File: config.mk
export PLATFORM = sky130hd
export DESIGN_NAME = neopixel_controller
export DESIGN_NICKNAME = d
export VERILOG_FILES = /design/src/rtl/neopixel_controller.sv
export SDC_FILE = /design/constraint.sdc
export NUM_CORES = 1
export LEC_CHECK = 0
export CORE_MARGIN = 5
export CORE_UTILIZATION = 45
export DETAILED_ROUTE_END_ITERATION = 10
export PLACE_DENSITY = 0.67
export SLEW_MARGIN = 20
export SYNTH_ARGS = -nofsm -noshare
export SYNTH_HDL_FRONTEND = slang
export SYNTH_SLANG_ARGS = --single-unit
File: constraint.sdc
create_clock -name clock -period 7.3 [get_ports clock]
set_input_delay 1.095 -clock clock [delete_from_list [all_inputs] [get_ports clock]]
set_output_delay 1.095 -clock clock [all_outputs]
set_load 0.02 [all_outputs]
File: src/rtl/neopixel_controller.sv
`default_nettype none
// ============================================================================
// Module      : neopixel_controller
// Description : Per-pixel GRB colour store plus WS2812 single-wire serialiser.
//               Colours are written while idle; a send request streams the
//               whole strip (pixel 0 first, G/R/B, MSB first) and then holds
//               the line low for the latch period.
// Ports       : clock          - rising-edge clock
//               reset_L        - asynchronous active-low reset
//               load_color     - colour write strobe (honoured only in IDLE)
//               pixel_index    - pixel to write
//               color_index    - 0 red, 1 green, 2 blue, 3 reserved (dropped)
//               color_level    - intensity byte
//               send_it        - start a frame (honoured only in IDLE)
//               neo_data       - serial line to the strip
//               ready_to_load  - high in IDLE
//               ready_to_send  - high in IDLE
//               begin_send     - one-cycle pulse in the first frame cycle
//               done_send      - one-cycle pulse in the last data cycle
//               done_wait      - one-cycle pulse in the last latch cycle
// Revision    : 1.0 - initial release
// ============================================================================
module neopixel_controller #(
  parameter int NUM_PIXELS = 5,
  parameter int T_BIT      = 63,
  parameter int T0H        = 18,
  parameter int T1H        = 35,
  parameter int T_RESET    = 2600
) (
  input  logic       clock,
  input  logic       reset_L,
  input  logic       load_color,
  input  logic [2:0] pixel_index,
  input  logic [1:0] color_index,
  input  logic [7:0] color_level,
  input  logic       send_it,
  output logic       neo_data,
  output logic       ready_to_load,
  output logic       ready_to_send,
  output logic       begin_send,
  output logic       done_send,
  output logic       done_wait
);

  localparam int C_NBITS = 24 * NUM_PIXELS;
  localparam int BIT_W   = $clog2(C_NBITS);
  localparam int PH_W    = $clog2(T_BIT);
  localparam int LAT_W   = $clog2(T_RESET + 1);
  localparam int PIX_W   = (NUM_PIXELS > 1) ? $clog2(NUM_PIXELS) : 1;

  localparam logic [PH_W-1:0]  C_PH_LAST  = PH_W'(T_BIT - 1);
  localparam logic [PH_W-1:0]  C_T0H      = PH_W'(T0H);
  localparam logic [PH_W-1:0]  C_T1H      = PH_W'(T1H);
  localparam logic [BIT_W-1:0] C_BIT_LAST = BIT_W'(C_NBITS - 1);
  localparam logic [LAT_W-1:0] C_LAT_LAST = LAT_W'(T_RESET - 1);

  typedef enum logic [1:0] {
    S_IDLE = 2'd0,
    S_SEND = 2'd1,
    S_WAIT = 2'd2
  } state_t;

  state_t           r_state;
  logic [PH_W-1:0]  r_phase;
  logic [BIT_W-1:0] r_bit_cnt;
  logic [LAT_W-1:0] r_lat;
  // Position of the current bit within the strip, tracked alongside the
  // flat bit counter so no divide-by-24 is needed to address the store.
  logic [PIX_W-1:0] r_pix;
  logic [1:0]       r_byte;   // 0 = G, 1 = R, 2 = B (transmit order)
  logic [2:0]       r_bpos;   // bit within byte, 7 down to 0
  logic             r_neo;
  logic             r_begin;
  logic             r_done_send;
  logic             r_done_wait;

  // Store indexed by colour code: [pixel][0=R,1=G,2=B]
  logic [7:0]       r_color [NUM_PIXELS][3];

  logic [1:0]       w_sel;
  logic             w_cur_bit;
  logic [PH_W-1:0]  w_phase_nxt;
  logic             w_phase_end;
  logic             w_last_bit;
  logic [LAT_W-1:0] w_lat_nxt;
  logic             w_load_ok;

  always_comb begin
    w_sel = 2'd2;
    case (r_byte)
      2'd0:    w_sel = 2'd1;  // green goes out first
      2'd1:    w_sel = 2'd0;
      default: w_sel = 2'd2;
    endcase
  end

  assign w_cur_bit   = r_color[r_pix][w_sel][r_bpos];
  assign w_phase_nxt = r_phase + 1'b1;
  assign w_phase_end = (r_phase == C_PH_LAST);
  assign w_last_bit  = (r_bit_cnt == C_BIT_LAST);
  assign w_lat_nxt   = r_lat + 1'b1;
  assign w_load_ok   = (r_state == S_IDLE) && load_color &&
                       (32'(pixel_index) < NUM_PIXELS) && (color_index != 2'd3);

  // Colour store; a write and a frame start on the same edge both take
  // effect, and the serialiser only reads the store from the next cycle on,
  // so the freshly written value is the one transmitted.
  always_ff @(posedge clock or negedge reset_L) begin
    if (!reset_L) begin
      for (int p = 0; p < NUM_PIXELS; p++) begin
        for (int c = 0; c < 3; c++) begin
          r_color[p][c] <= 8'h00;
        end
      end
    end else if (w_load_ok) begin
      r_color[pixel_index[PIX_W-1:0]][color_index] <= color_level;
    end
  end

  // Frame sequencer. neo_data is computed one cycle ahead from the phase
  // that is about to start; phase 0 of every bit is always high.
  always_ff @(posedge clock or negedge reset_L) begin
    if (!reset_L) begin
      r_state     <= S_IDLE;
      r_phase     <= '0;
      r_bit_cnt   <= '0;
      r_lat       <= '0;
      r_pix       <= '0;
      r_byte      <= 2'd0;
      r_bpos      <= 3'd7;
      r_neo       <= 1'b0;
      r_begin     <= 1'b0;
      r_done_send <= 1'b0;
      r_done_wait <= 1'b0;
    end else begin
      r_begin     <= 1'b0;
      r_done_send <= 1'b0;
      r_done_wait <= 1'b0;
      case (r_state)
        S_IDLE: begin
          r_neo <= 1'b0;
          if (send_it) begin
            r_state   <= S_SEND;
            r_phase   <= '0;
            r_bit_cnt <= '0;
            r_pix     <= '0;
            r_byte    <= 2'd0;
            r_bpos    <= 3'd7;
            r_neo     <= 1'b1;
            r_begin   <= 1'b1;
          end
        end

        S_SEND: begin
          if (w_phase_end) begin
            if (w_last_bit) begin
              r_state     <= S_WAIT;
              r_lat       <= '0;
              r_neo       <= 1'b0;
              r_done_wait <= (T_RESET == 1);
            end else begin
              r_phase   <= '0;
              r_bit_cnt <= r_bit_cnt + 1'b1;
              r_neo     <= 1'b1;
              if (r_bpos == 3'd0) begin
                r_bpos <= 3'd7;
                if (r_byte == 2'd2) begin
                  r_byte <= 2'd0;
                  r_pix  <= r_pix + 1'b1;
                end else begin
                  r_byte <= r_byte + 1'b1;
                end
              end else begin
                r_bpos <= r_bpos - 1'b1;
              end
            end
          end else begin
            r_phase     <= w_phase_nxt;
            r_neo       <= (w_phase_nxt < (w_cur_bit ? C_T1H : C_T0H));
            r_done_send <= w_last_bit && (w_phase_nxt == C_PH_LAST);
          end
        end

        S_WAIT: begin
          r_neo <= 1'b0;
          if (r_lat == C_LAT_LAST) begin
            r_state <= S_IDLE;
          end else begin
            r_lat       <= w_lat_nxt;
            r_done_wait <= (w_lat_nxt == C_LAT_LAST);
          end
        end

        default: begin
          r_state <= S_IDLE;
          r_neo   <= 1'b0;
        end
      endcase
    end
  end

  assign neo_data      = r_neo;
  assign begin_send    = r_begin;
  assign done_send     = r_done_send;
  assign done_wait     = r_done_wait;
  assign ready_to_load = (r_state == S_IDLE);
  assign ready_to_send = (r_state == S_IDLE);

endmodule
`default_nettype wire

---- After elaboration in Yosys (flattened, before gate mapping) ----
Index checks and enable logic that the tools add are counted.
Widths: inputs -> output; s select.
word-level totals
  bits of input ports ..................... 17
  output and inout port bits .............. 6
  register bits ........................... 159
  word-level logic and storage cells ...... 139
operators by class
  magnitude comparators ................... 9
  bitwise operators ....................... 4
  multiplexer cells ....................... 58
  add/subtract/negate cells ............... 6
  reduce and logical (&&, ||, !) cells .... 17
  equality and inequality tests ........... 19
operator list
  kind                   count
  $bwmux 120             1
  $bmux 24 s3            1
  $demux 24 s3           1
  $mux 24                3
  $mux 12                3
  $mux 3                 9
  $eq 12x12->1 const B   2
  $mux 6                 4
  $mux 8                 3
  $pmux 12 s2            1
  $mux 7                 3
  $mux 2                 9
  $ne 2x2->1 const B     9
  $bmux 8 s2             1
  $demux 8 s2            1
  $pmux 7 s2             1
  $add 12x1->12 const B  1
  $eq 6x6->1 const B     2
  $pmux 3 s2             2
  $pmux 6 s2             1
  $reduce_and 4->1       3
  $mux 1                 9
  $ge 4x4->1 const B     2
  $not 3->4              2
  other kinds (27)       39

---- Longest topological paths before layout ----
Gate-level depths: netlist of run 1.
  depth after elaboration ................. 13
  mapped depth ............................ 16
  depth with buffers taken out ............ 14

---- Worst setup path before layout of run 1 ----
OpenSTA, ideal clock, no wires.
  path type ............................... register -> register
  from .................................... reg r_byte[0]
  to ...................................... reg r_neo (netlist: neo_data)
  path slack .............................. 4,175 ps
  cell stages (with the launch flop) ...... 11
  path buffers ............................ 1
  arrival time ............................ 3,048 ps
  cells stage by stage .................... dfrtp_1 -> buf_6 -> mux2_4 -> mux4_2 -> a41o_1 -> o41a_1 -> mux2i_4 -> ha_1 -> a2111oi_0 -> nand3_1 -> o21ai_1
between the ends
  cells in the longest elaborated chain, start to end .. 12
  elaborated cells between the ends (all ways) .. 13
  classes of those cells .................. order compare (1); eq/ne (1); mux (9); bitwise (1); reduce/logical (1)
ends and longest elaborated chain
  element                                               line  text
  start, declared                                       70    logic [1:0] r_byte;
  start signal, assigned                                171   r_byte <= r_byte + 1'b1;
  $eq 2x1->1 / $logic_not 2->1 (equally long branches)  90    case (r_byte)
  $pmux 2 s2 (*)                                        90
  $not 2->3 (implied by the code) (*)                   97    assign w_cur_bit = r_color[r_pix][w_sel][r_bpos];
  $bmux 8 s2 (*)                                        97
  $mux 8 (implied by the code) (*) (2 in a row)         97
  $bmux 1 s3 (*)                                        97
  $mux 1 (implied by the code) (*)                      97
  $mux 6 (*)                                            179   r_neo <= (w_phase_nxt < (w_cur_bit ? C_T1H : C_T0H));
  $lt 6x6->1 (*)                                        179
  $mux 1 (*)                                            155   if (w_phase_end) begin
  $pmux 1 s2 (*)                                        139   case (r_state)
  end signal, assigned                                  179
  end, declared                                         72    logic r_neo;
Mark *: on every way between the ends. The rest lies on a longest branch, timed or not. The select of a mux whose other input is x is not followed.
A chain may end at the register's enable or synchronous reset.

---- Final worst setup path of run 1 ----
Ends and elaborated chain as after synthesis.

==> impl_summary.md, run 1 <==
Outcome
The run finished with clean final reports.

Route
In the final routed layout, each cell accounts on average for 19.1 um. The remaining antenna violation count is 0. The residual DRC count is 0. Before antenna repair, the detailed router went through 4 iterations.

For this block, the initial DRC count from the detailed router was 359. The routed layout has 5,116 vias. After detailed routing, the number of vias per cell comes to 5.72. After detailed routing, the total wire length is 17.1 mm.

Synthesis
The Yosys warning count is 0. The cell area that synthesis handed to floorplanning was 0.00787 sq mm. The fraction of the yosys area taken by sequential cells is 50.6%.

After synthesis, the mean cell area works out to 12.2 sq um. The area share of the largest cell type after synthesis is 49.6%. The number of nets handed over by synthesis was 674. In this run, synthesis inferred 0 flip-flops with an integrated enable. The most common cell in the synthesized netlist is dfrtp_1. The flop and latch count out of synthesis is 159. The top cell type by total area after synthesis is dfrtp_1. Among all flip-flop cells after synthesis, the most frequent one is dfrtp_1. Counting distinct cell types in the post-synthesis netlist gives 60.

Synthesis handed over a netlist of 646 instances. The fraction of synthesis flops using an asynchronous set or reset pin is 100%. Ranked by total cell area, the synthesized netlist is headed by dfrtp_1 50%, mux2_2 18%, mux4_2 4.0%.

After synthesis, the most frequently instantiated cells are 156 x dfrtp_1, 124 x mux2_2, 41 x nand2_1.

Floorplan
The placeable core region is 0.0172 sq mm. The die covers 0.0202 sq mm. The floorplan has 48 rows. The starting density of the core is 45.7%. The vertical die dimension is 142 um.

The floorplan step set the die width to 142 um. Pin placement for this block handled 23 I/O pins.

Clocking
The root buffer cell chosen for the clock tree is clkbuf_16. The clock passes through at most 2 buffers. The TritonCTS clock tree is built. CTS saw 159 sinks. The post-cts repair resize count is 0. The number of buffers added to fix hold violations after cts is 0.

The clock insertion delay at the later pin of the skew report is 0.42 ns. The number of clock buffers inserted by TritonCTS is 17. The number of buffers added for setup after CTS is 0. The clock input transition at the sequential cells of the worst setup and hold paths is 0.06 ns. The H-tree level count is 4.

Finish
The final standard cell area without fillers is 0.00887 sq mm. The repair_antennas step left the layout with diodes totalling 0. The share of final-layout standard cells stronger than drive strength 1 is 27.2%. The layout-stage area growth over the synthesis result is 12.7%. In the final design database the tool counted 684 nets.

Global routing
The met2 usage in global routing is 28.4%. The met3 track utilization from global routing is 2.72%. The number of global-route vias before repair is 5,176. The initial antenna violation count came to 0. The global routing met1 resource utilization is 25.1%. The maximum number of pins on one net before global-route repair is 84. Global routing finished with a remaining overflow of 0. The first global-routing pass estimated 28.3 mm of wire. The global-route usage over all layers is 17.9%. The most crowded layer after global routing is met2.

Pwr
In this run, flip-flops and latches consume 45.1% of the power. Combinational logic is responsible for 15.8% of the overall power. The internal cell power is 1.71 mW. The fraction of power spent switching nets is 26.5%. For this design the total switching power over the nets is 0.617 mW. In this run the static leakage power is 4.09 nW. Per report_power, the clock group accounts for 39.1% of the total. The post-layout total power is 2.33 mW. The total power per unit cell area is 263 mW/mm^2. The largest voltage drop on the vdd net is 175 uV.

Setup path
The critical path starts at r_byte[0]$_DFFE_PN0P_. The capture point of the worst reg-to-reg path is neo_data$_DFF_PN0_. For flop-to-flop paths, the worst setup slack is 3.20 ns. The worst setup path is of the reg -> reg kind.

The critical path data required time is 7.65 ns. In this run the critical register-to-register path is launched from r_byte[0]$_DFFE_PN0P_. For the worst setup path, the data arrival time is 4.45 ns. The worst register-to-register path has a depth of 10. The critical path capture point type is a flip-flop. In this run the worst path has a maximum fanout of 16.

STA classifies the critical path startpoint as a flip-flop.

STA
For the pin with the worst max-slew slack, the measured transition is 1.02 ns. The count of pins over their slew limit is 0. For the final routed database, the setup TNS stands at 0 ns. The final hold violation count is 0. The clock period could shrink to 4.10 ns. Dividing the final minimum period by the clock period gives 56.2%.

For the final database, setup skew stands at 0.00863 ns. The minimum setup slack in the final design is 3.20 ns. Setup violations remaining at the end of the flow were counted as 0.

For this run, the top clock speed supported by timing is 244 MHz. Setup repair after global routing left no endpoint under its margin. The worst slew margin relative to its limit is 32.0%.

Min path
The endpoint with the worst hold slack is r_color[36]$_DFFE_PN0P_. In this run the most critical hold path is launched from r_color[36]$_DFFE_PN0P_. The type of the most critical hold path is reg -> reg. The worst hold path depth is 1.

Placement
The global placement routability congestion is 0.873. The number of port buffers is 22. Summed over all nets, the half-perimeter wirelength after detailed placement is 11.7 mm. The total placed instance area is 0.00824 sq mm. The post-place setup slack is 3.23 ns.

Job
The number of maximum-capacitance violations is 0.
-- power by group through the flow --
stage,combinational (mW),clock (mW),sequential [mW]
2_1_floorplan,0.298,0,1.02
3_3_place_gp,0.355,0,1.06
3_5_place_dp,0.365,0,1.07
4_1_cts,0.367,0.929,1.05
5_1_grt,0.405,0.973,1.06
6_report,0.368,0.911,1.05
-- state kept, by name (all words and copies together) (netlist names) --
name	flops
r_lat	12
done_wait	1
r_phase	6
r_pix	3
r_byte	2
r_bpos	3
r_bit_cnt	7
r_color	120
done_send	1
neo_data	1
begin_send	1
r_state	2
-- metrics by stage --
| stage | hold WS, ns | std cells | util [%] |
|---|---|---|---|
| 2_1_floorplan | 0.460 | 646 | - |
| 3_3_place_gp | 0.474 | 862 | 47.8 |
| 3_5_place_dp | 0.482 | 862 | 47.8 |
| 4_1_cts | 0.494 | 894 | 51.4 |
| 5_1_grt | 0.504 | 894 | 51.4 |
| 6_report | 0.489 | 894 | 51.4 |
-- area by class of cell --
class	count	area (sq um)
fillers	1440	8370
flip-flops and latches	159	3980
multi-input cells	439	3680
clock buffers	23	488
well taps	225	282
repair buffers	25	248
clock inverters	9	131
inverters	14	52.6
-- worst max path at each step --
stage                         end  slack (ns)  depth (start not counted)
5_1_grt        neo_data$_DFF_PN0_        3.01                         10
2_1_floorplan  neo_data$_DFF_PN0_        4.18                         10
3_3_place_gp   neo_data$_DFF_PN0_        3.31                         10
6_report       neo_data$_DFF_PN0_        3.20                         10
3_5_place_dp   neo_data$_DFF_PN0_        3.23                         10
4_1_cts        neo_data$_DFF_PN0_        3.21                         10
-- routing by layer --
metal	part of all wire (%)	up-vias	wire length, um
li1	-	2382	-
met1	46	2622	7920
met2	49	91	8440
met3	2.9	21	491
met4	1.5	0	261
met5	0	-	0
-- cell usage in the layout (no fill, tap or decap), types with 6 or more instances in the layout --
cell type,netlist,layout
nor2_1,40,40
mux2_2,124,124
ha_1,11,11
mux4_2,14,14
mux2i_1,20,20
o31ai_1,7,7
nand3_1,18,18
o21ai_0,23,23
clkbuf_16,0,17
xor2_1,7,7
nor2b_1,7,7
inv_1,13,13
xnor2_1,6,6
mux2_1,10,10
nand2_1,41,41
nand3b_1,7,7
clkdlybuf4s50_1,0,21
nand2b_1,9,9
and3_1,13,13
a21oi_1,10,10
dfrtp_1,156,156
-- worst max-delay path, stage by stage (launching register included) --
cell	delay [ns]
dfrtp_1	0.81
buf_4	0.38
mux2_2	0.37
mux4_2	0.44
a41o_1	0.26
o41a_1	0.46
mux2i_4	0.20
ha_1	0.28
a2111oi_0	0.56
nand3_1	0.14
o21ai_1	0.13
-- cell families (layout without fill, tap and decap cells) --
family                     after synthesis  after routing  share of synthesized area (%)
adders and majority gates               11             11                           1.75
and+or+nand+nor                        162            162                           10.3
AOI/OAI and AO/OA                       83             83                           7.09
DFF                                    159            159                           50.6
buffers and inverters                   48             71                           2.61
muxes                                  170            170                           26.2
xor gates and xnor gates                13             13                           1.45
(Power assumes the default switching activity.)
==> run 2, diff against run 1 <==
Clock period 7.3 ns to 4.15 ns, I/O delays scaled along.
==> impl_summary.md, run 2 (synthesized netlist as in run 1, its figures left out) <==
Pwr
In this run the power density over the cells is 462 mW/mm^2. The largest voltage drop on the vdd net is 285 uV. The standby leakage power is 4.11 nW.

Finish
Leaving out fill and tap cells, the most frequent cell in the layout is dfrtp_1. The net count of the finished layout is 691. The largest registers in the layout are r_color: 120 flops, r_lat: 12 flops, r_bit_cnt: 7 flops.

r_color holds more flip-flops than any other register. In the layout the commonest cells are 156 x dfrtp_1, 124 x mux2_2, 41 x nand2_1. For this run, the number of standard cells in the final layout without fillers is 901. The number of filler instances in the final layout is 1,428.

The register with the most flip-flops in the layout has 120 of them. The number of antenna cells inserted is 0. The share of final-layout standard cells stronger than drive strength 1 is 28.1%. From synthesis to final layout, the design area changed by 13.5%.

Setup path
The launching element type of the critical path is a flip-flop. Of all nets on the critical path, the largest fanout is 11. For the worst setup path, the data required time is 4.50 ns.

The capture point of the worst reg-to-reg path is neo_data$_DFF_PN0_. In this run the critical register-to-register path is launched from r_byte[0]$_DFFE_PN0P_. The critical path capture point type is a flip-flop. The critical path data arrival time is 4.02 ns. The worst setup path is of the reg -> reg kind. Setup slack on the worst reg-to-reg path comes out at 0.48 ns. The number of cells on the worst reg-to-reg path is 11.

Placement
The number of port buffers is 22. The HPWL reported at the end of detailed placement is 12.0 mm. In this run, placement finished with an instance count of 868. The global placement routability congestion is 0.894.

STA
The total negative slack for setup checks is 0 ns. The count of pins over their slew limit was 0. The worst clock skew on the final layout is 0.00654 ns. The setup-violating endpoint count in the final report is 0. Setup repair after global routing left no endpoint under its margin. The worst path in the final design needs a cycle of 3.67 ns, including I/O delays and setup.

The worst slew margin relative to its limit is 38.5%. For the pin with the worst max-slew slack, the measured transition is 0.920 ns. The final hold violation count came to 0. After layout, the worst path uses 88.4% of the clock period. The smallest hold slack is 0.0629 ns.

For this run, the top clock speed supported by timing is 273 MHz.

Route
Dividing the detail-routed wire length by the instance count gives 19.3 um. The vias per cell is 5.77. The detail route stage leaves a number of antenna-violating nets equal to 0. Before antenna repair, the detailed router went through 5 iterations. The count of routing violations after the opening detailed-route iteration is 369.

The final route contains 5,197 vias. The aggregate routed wire length is 17.4 mm. The residual DRC count is 0.

Floorplan
The placeable core region is 0.0172 sq mm. The number of cell rows is 48. The die covers 0.0202 sq mm. The width of the chip is 142 um. The die is 142 um tall.

The total I/O pin count is 23. The initial utilization of the core area, before any placement, comes to 45.7%.

Global routing
In the global route stage, overall resource usage came out at 18.1%. The initial antenna violation count is 0. The most crowded layer after global routing is met2. The met2 usage in global routing is 28.8%.

The first global-routing pass estimated 28.5 mm of wire. The total congestion overflow after global routing is 0. The number of global-route vias before repair is 5,246. The maximum number of pins on one net before global-route repair is 108. The global routing met1 resource utilization is 24.8%.

The met3 track utilization from global routing is 3.80%.

Clocking
In this run the post-CTS setup repair buffer count came out at 0. The clock tree synthesis step divided the H-tree into 4 levels. The number of buffers on the longest clock path is 2.

The post-cts repair resize count is 0. Clock tree synthesis found a total of 159 sinks. The clock input transition at the sequential cells of the worst setup and hold paths is 0.06 ns.

The number of clock buffers inserted by TritonCTS is 17. After clock tree synthesis, the flow added hold-fix buffers numbering 0. The TritonCTS clock tree is built. The cell chosen for the clock root is clkbuf_16. Clock latency on the worst-skew pair, taken at its later pin, is 0.43 ns.

Min path
The type of the most critical hold path is in -> async.

Job
The number of maximum-capacitance violations is 0.

Outcome
The run finished with clean final reports.
==> run 2: cell types whose count changed in the layout (fill, tap and decap cells not counted), sizes merged <==
cell and change:
clkbuf -3, inv +1, clkinvlp +4, clkinv -2
buf +7
==> run 2: layout make-up <==
cell class | count | area (sq um) | share of cell area (%)
multi-input cells | 439 | 3680 | 41.2
well taps | 225 | 282 | 3.15
clock buffers | 20 | 457 | 5.11
inverters | 14 | 52.6 | 0.588
repair buffers | 32 | 317 | 3.54
clock inverters | 12 | 160 | 1.79
flip-flops and latches | 159 | 3980 | 44.6
==> run 2: per-layer routing <==
| layer | wire (um) | share of wire, % |
|---|---|---|
| met4 | 311 | 1.8 |
| met5 | 0 | 0 |
| met1 | 7810 | 45 |
| met3 | 784 | 4.5 |
| met2 | 8470 | 49 |
==> run 2: how the worst max path moves through the flow <==
stage               slack (ns)  cells after the start                 end                   from
global route              0.31                     11  neo_data$_DFF_PN0_  r_byte[0]$_DFFE_PN0P_
floorplan                 1.03                     10  neo_data$_DFF_PN0_  r_byte[0]$_DFFE_PN0P_
CTS                       0.48                     11  neo_data$_DFF_PN0_  r_byte[0]$_DFFE_PN0P_
detailed placement        0.49                     11  neo_data$_DFF_PN0_  r_byte[0]$_DFFE_PN0P_
global placement          0.66                      9  neo_data$_DFF_PN0_  r_byte[0]$_DFFE_PN0P_
finish                    0.48                     11  neo_data$_DFF_PN0_  r_byte[0]$_DFFE_PN0P_
==> run 2: report_power, final <==
group / internal [mW] / switching [mW] / leakage [nW] / total, mW
clock: 0.980 / 0.634 / 0.277 / 1.61
combinational: 0.334 / 0.358 / 1.67 / 0.693
sequential: 1.68 / 0.140 / 2.16 / 1.82
==> run 2: worst max-delay path: stages (launching register included) <==
cell and delay (ns):
dfrtp_1 0.69, buf_4 0.28, mux2_1 0.35, mux4_2 0.47, a31oi_1 0.19, o311ai_1 0.12, o41a_1 0.16, mux2i_4 0.19
ha_1 0.28, a2111oi_0 0.56, nand3_1 0.16, o21ai_1 0.15
==> run 2: stage by stage <==
stage	area (sq um)	utilization, %	setup slack [ns]	total power [mW]
finish	8930	51.8	0.483	4.13
global route	8930	51.8	0.313	4.31
global placement	8290	48.1	0.658	2.51
CTS	8900	51.7	0.478	4.15
detailed placement	8290	48.1	0.493	2.54
floorplan	7870	-	1.03	2.31
==> run 3, diff against run 2 <==
Settings changed: CAP_MARGIN set to 25, CTS_CLUSTER_DIAMETER set to 30, PLACE_DENSITY 0.67 to 0.62.
==> impl_summary.md, run 3 (synthesized netlist as in run 1, its figures left out) <==
Outcome
The run finished with clean final reports.

STA
The worst pin sits at a relative slew slack of 41.7%. In the finished design, the share of the clock period the worst path needs comes to 84.1%. The upper clock frequency limit is 287 MHz.

Setup violations remaining at the end of the flow were counted as 0. The count of pins over their slew limit is 0. Setup repair after global routing left no endpoint under its margin.

The final hold violation count is 0. The worst clock skew on the final layout is 0.00867 ns. The total negative slack for setup checks is 0 ns.

The clock period minus worst slack is 3.49 ns. At the pin with the least slew margin, the transition time is 0.871 ns.

Finish
The number of filler instances in the final layout is 1,488. In the final layout, the registers with the most flip-flops are r_color: 120 flops, r_lat: 12 flops, r_bit_cnt: 7 flops. The layout-stage area growth over the synthesis result is 13.5%.

After the last flow step, the layout net total stands at 690. The register with the most flip-flops in the layout has 120 of them. The top cell types in the final layout, fill and taps aside, are 156 x dfrtp_1, 124 x mux2_2, 41 x nand2_1.

The post-route netlist has 27.4% of its cells at a drive strength greater than 1. Leaving out fill and tap cells, the most frequent cell in the layout is dfrtp_1. The repair_antennas step left the layout with diodes totalling 0. The final standard cell area without fillers is 0.00893 sq mm. The register with the most flip-flops in the final layout is r_color.

Global routing
For met3 alone, demand over resource in global routing was 3.66%. The number of global-route vias before repair is 5,187. The first-pass GRT wire length is 28.9 mm. The maximum number of pins on one net before global-route repair is 102. Global routing used 18.3% of the available tracks across all layers. The total congestion overflow after global routing is 0. The layer flagged by global routing as most heavily used is met2.

The initial antenna violation count is 0. In the global route stage, met1 resource usage came out at 26.4%. The met2 usage in global routing is 28.3%.

Clocking
The number of setup buffers added after CTS is 0. Counting the buffers created by CTS gives 17. The longest clock path from root to sink contains 2 buffers.

The tree is rooted in a clkbuf_16. For the worst-skew pair, the clock arrives at the later sink with an insertion delay of 0.42 ns. The post-cts repair resize count is 0.

After clock tree synthesis, the clock-pin slew on the worst setup and hold paths is 0.06 ns. Counting every sink on the clock net gives 159. TritonCTS built the clock tree. The number of buffers added to fix hold violations after cts is 0. The H-tree level count is 4.

Min path
The type of the most critical hold path is in -> async.

Route
For this run, design rule violations remaining after detail routing come to 0. The aggregate routed wire length is 17.5 mm. The vias per cell is 5.76. The number of iterations in the first detailed-routing pass is 5. The final routed wire length divided by cell count is 19.5 um. The number of vias in the routed layout is 5,159.

The remaining antenna violation count is 0. The count of routing violations after the opening detailed-route iteration is 280.

Floorplan
23 I/O pins were placed. The width of the chip is 142 um. The floorplan has 48 rows. The core region is 0.0172 sq mm. The vertical die dimension is 142 um. The initial utilization of the core area, before any placement, comes to 45.7%.

The die covers 0.0202 sq mm.

Setup path
The worst setup path is launched from a flip-flop. For this design, the slowest cell found on the critical path is dfrtp_1. By startpoint and endpoint, the worst setup path is classified as reg -> reg. Along the worst path, the maximum fanout reaches 12. The count of buffering cells on the critical path with inverters included is 1. STA classifies the critical path endpoint as a flip-flop. The family of cells with the greatest summed delay on the critical path is compound AO/OA/AOI/OAI gates. On the worst path, the slowest cell contributes a delay of 0.73 ns. Data on the critical path arrives at its endpoint at 3.84 ns. Traced cell by cell, the critical path runs through buf_4, and3b_1, a221oi_1, a21oi_1, o211ai_1, o32ai_1, mux2i_4, ha_1, a2111oi_0, nand3_1, o21ai_1. For the worst setup path, the data required time is 4.50 ns.

Placement
During placement, the flow inserted port buffers numbering 22. The total placed instance area is 0.00831 sq mm. Summed over all nets, the half-perimeter wirelength after detailed placement is 12.0 mm. The global placement routability congestion is 0.933.

Pwr
In this run the static leakage power is 4.13 nW. The largest voltage drop on the vdd net is 294 uV. The total power per unit cell area is 462 mW/mm^2.

Job
The tool flagged a number of max-cap violations equal to 0.
==> run 3: cell count changes in the layout (fill, tap and decap cells not counted), moves of 2 or more <==
cell	previous run	this run
clkinvlp_4	7	1
buf_4	9	6
buf_12	0	2
clkinv_2	0	2
==> run 3: per-stage QoR <==
stage / power, mW / instances / utilization [%] / setup slack [ns] / hold WS (ns)
finish: 4.12 / 896 / 51.8 / 0.661 / 0.0428
global route: 4.31 / 896 / 51.8 / 0.450 / 0.0528
CTS: 4.16 / 895 / 51.7 / 0.704 / 0.346
detailed placement: 2.53 / 867 / 48.2 / 0.704 / 0.485
global placement: 2.52 / 867 / 48.2 / 0.780 / 0.478
floorplan: 2.31 / 646 / - / 1.03 / 0.327
==> run 3: final cells by class <==
type                    instances  area [sq um]  share of cell area [%]
flip-flops and latches        159          3980                    44.6
clock inverters                 7           138                    1.54
multi-input cells             439          3680                    41.2
repair buffers                 31           334                    3.74
inverters                      14          52.6                   0.588
well taps                     225           282                    3.15
clock buffers                  21           460                    5.16
==> run 3: layer usage <==
| metal | part of all wire [%] | up-vias |
|---|---|---|
| met5 | 0 | - |
| met4 | 1.2 | 0 |
| met3 | 3.5 | 15 |
| met2 | 47 | 79 |
| met1 | 48 | 2684 |
| li1 | - | 2381 |
==> run 3: worst paths after layout <==
kind	end	slack, ns	startpoint	cells past startpoint
min in group clock	r_color[66]$_DFFE_PN0P_	0.50	r_color[66]$_DFFE_PN0P_	1
hold reg to reg	r_color[66]$_DFFE_PN0P_	0.50	r_color[66]$_DFFE_PN0P_	1
setup reg to reg	neo_data$_DFF_PN0_	0.66	r_pix[1]$_DFFE_PN0P_	11
hold / removal	r_lat[5]$_DFFE_PN0P_	0.04	reset_L	1
setup / recovery	neo_data$_DFF_PN0_	0.66	r_pix[1]$_DFFE_PN0P_	11
max in group asynchronous	r_bpos[2]$_DFFE_PN1P_	3.12	reset_L	3
==> run 3: report_power, final <==
group          leakage, nW  switching (mW)  internal [mW]
logic                 1.68           0.364          0.339
clock network        0.291           0.586           1.02
registers             2.16           0.128           1.68
total                 4.13            1.08           3.04
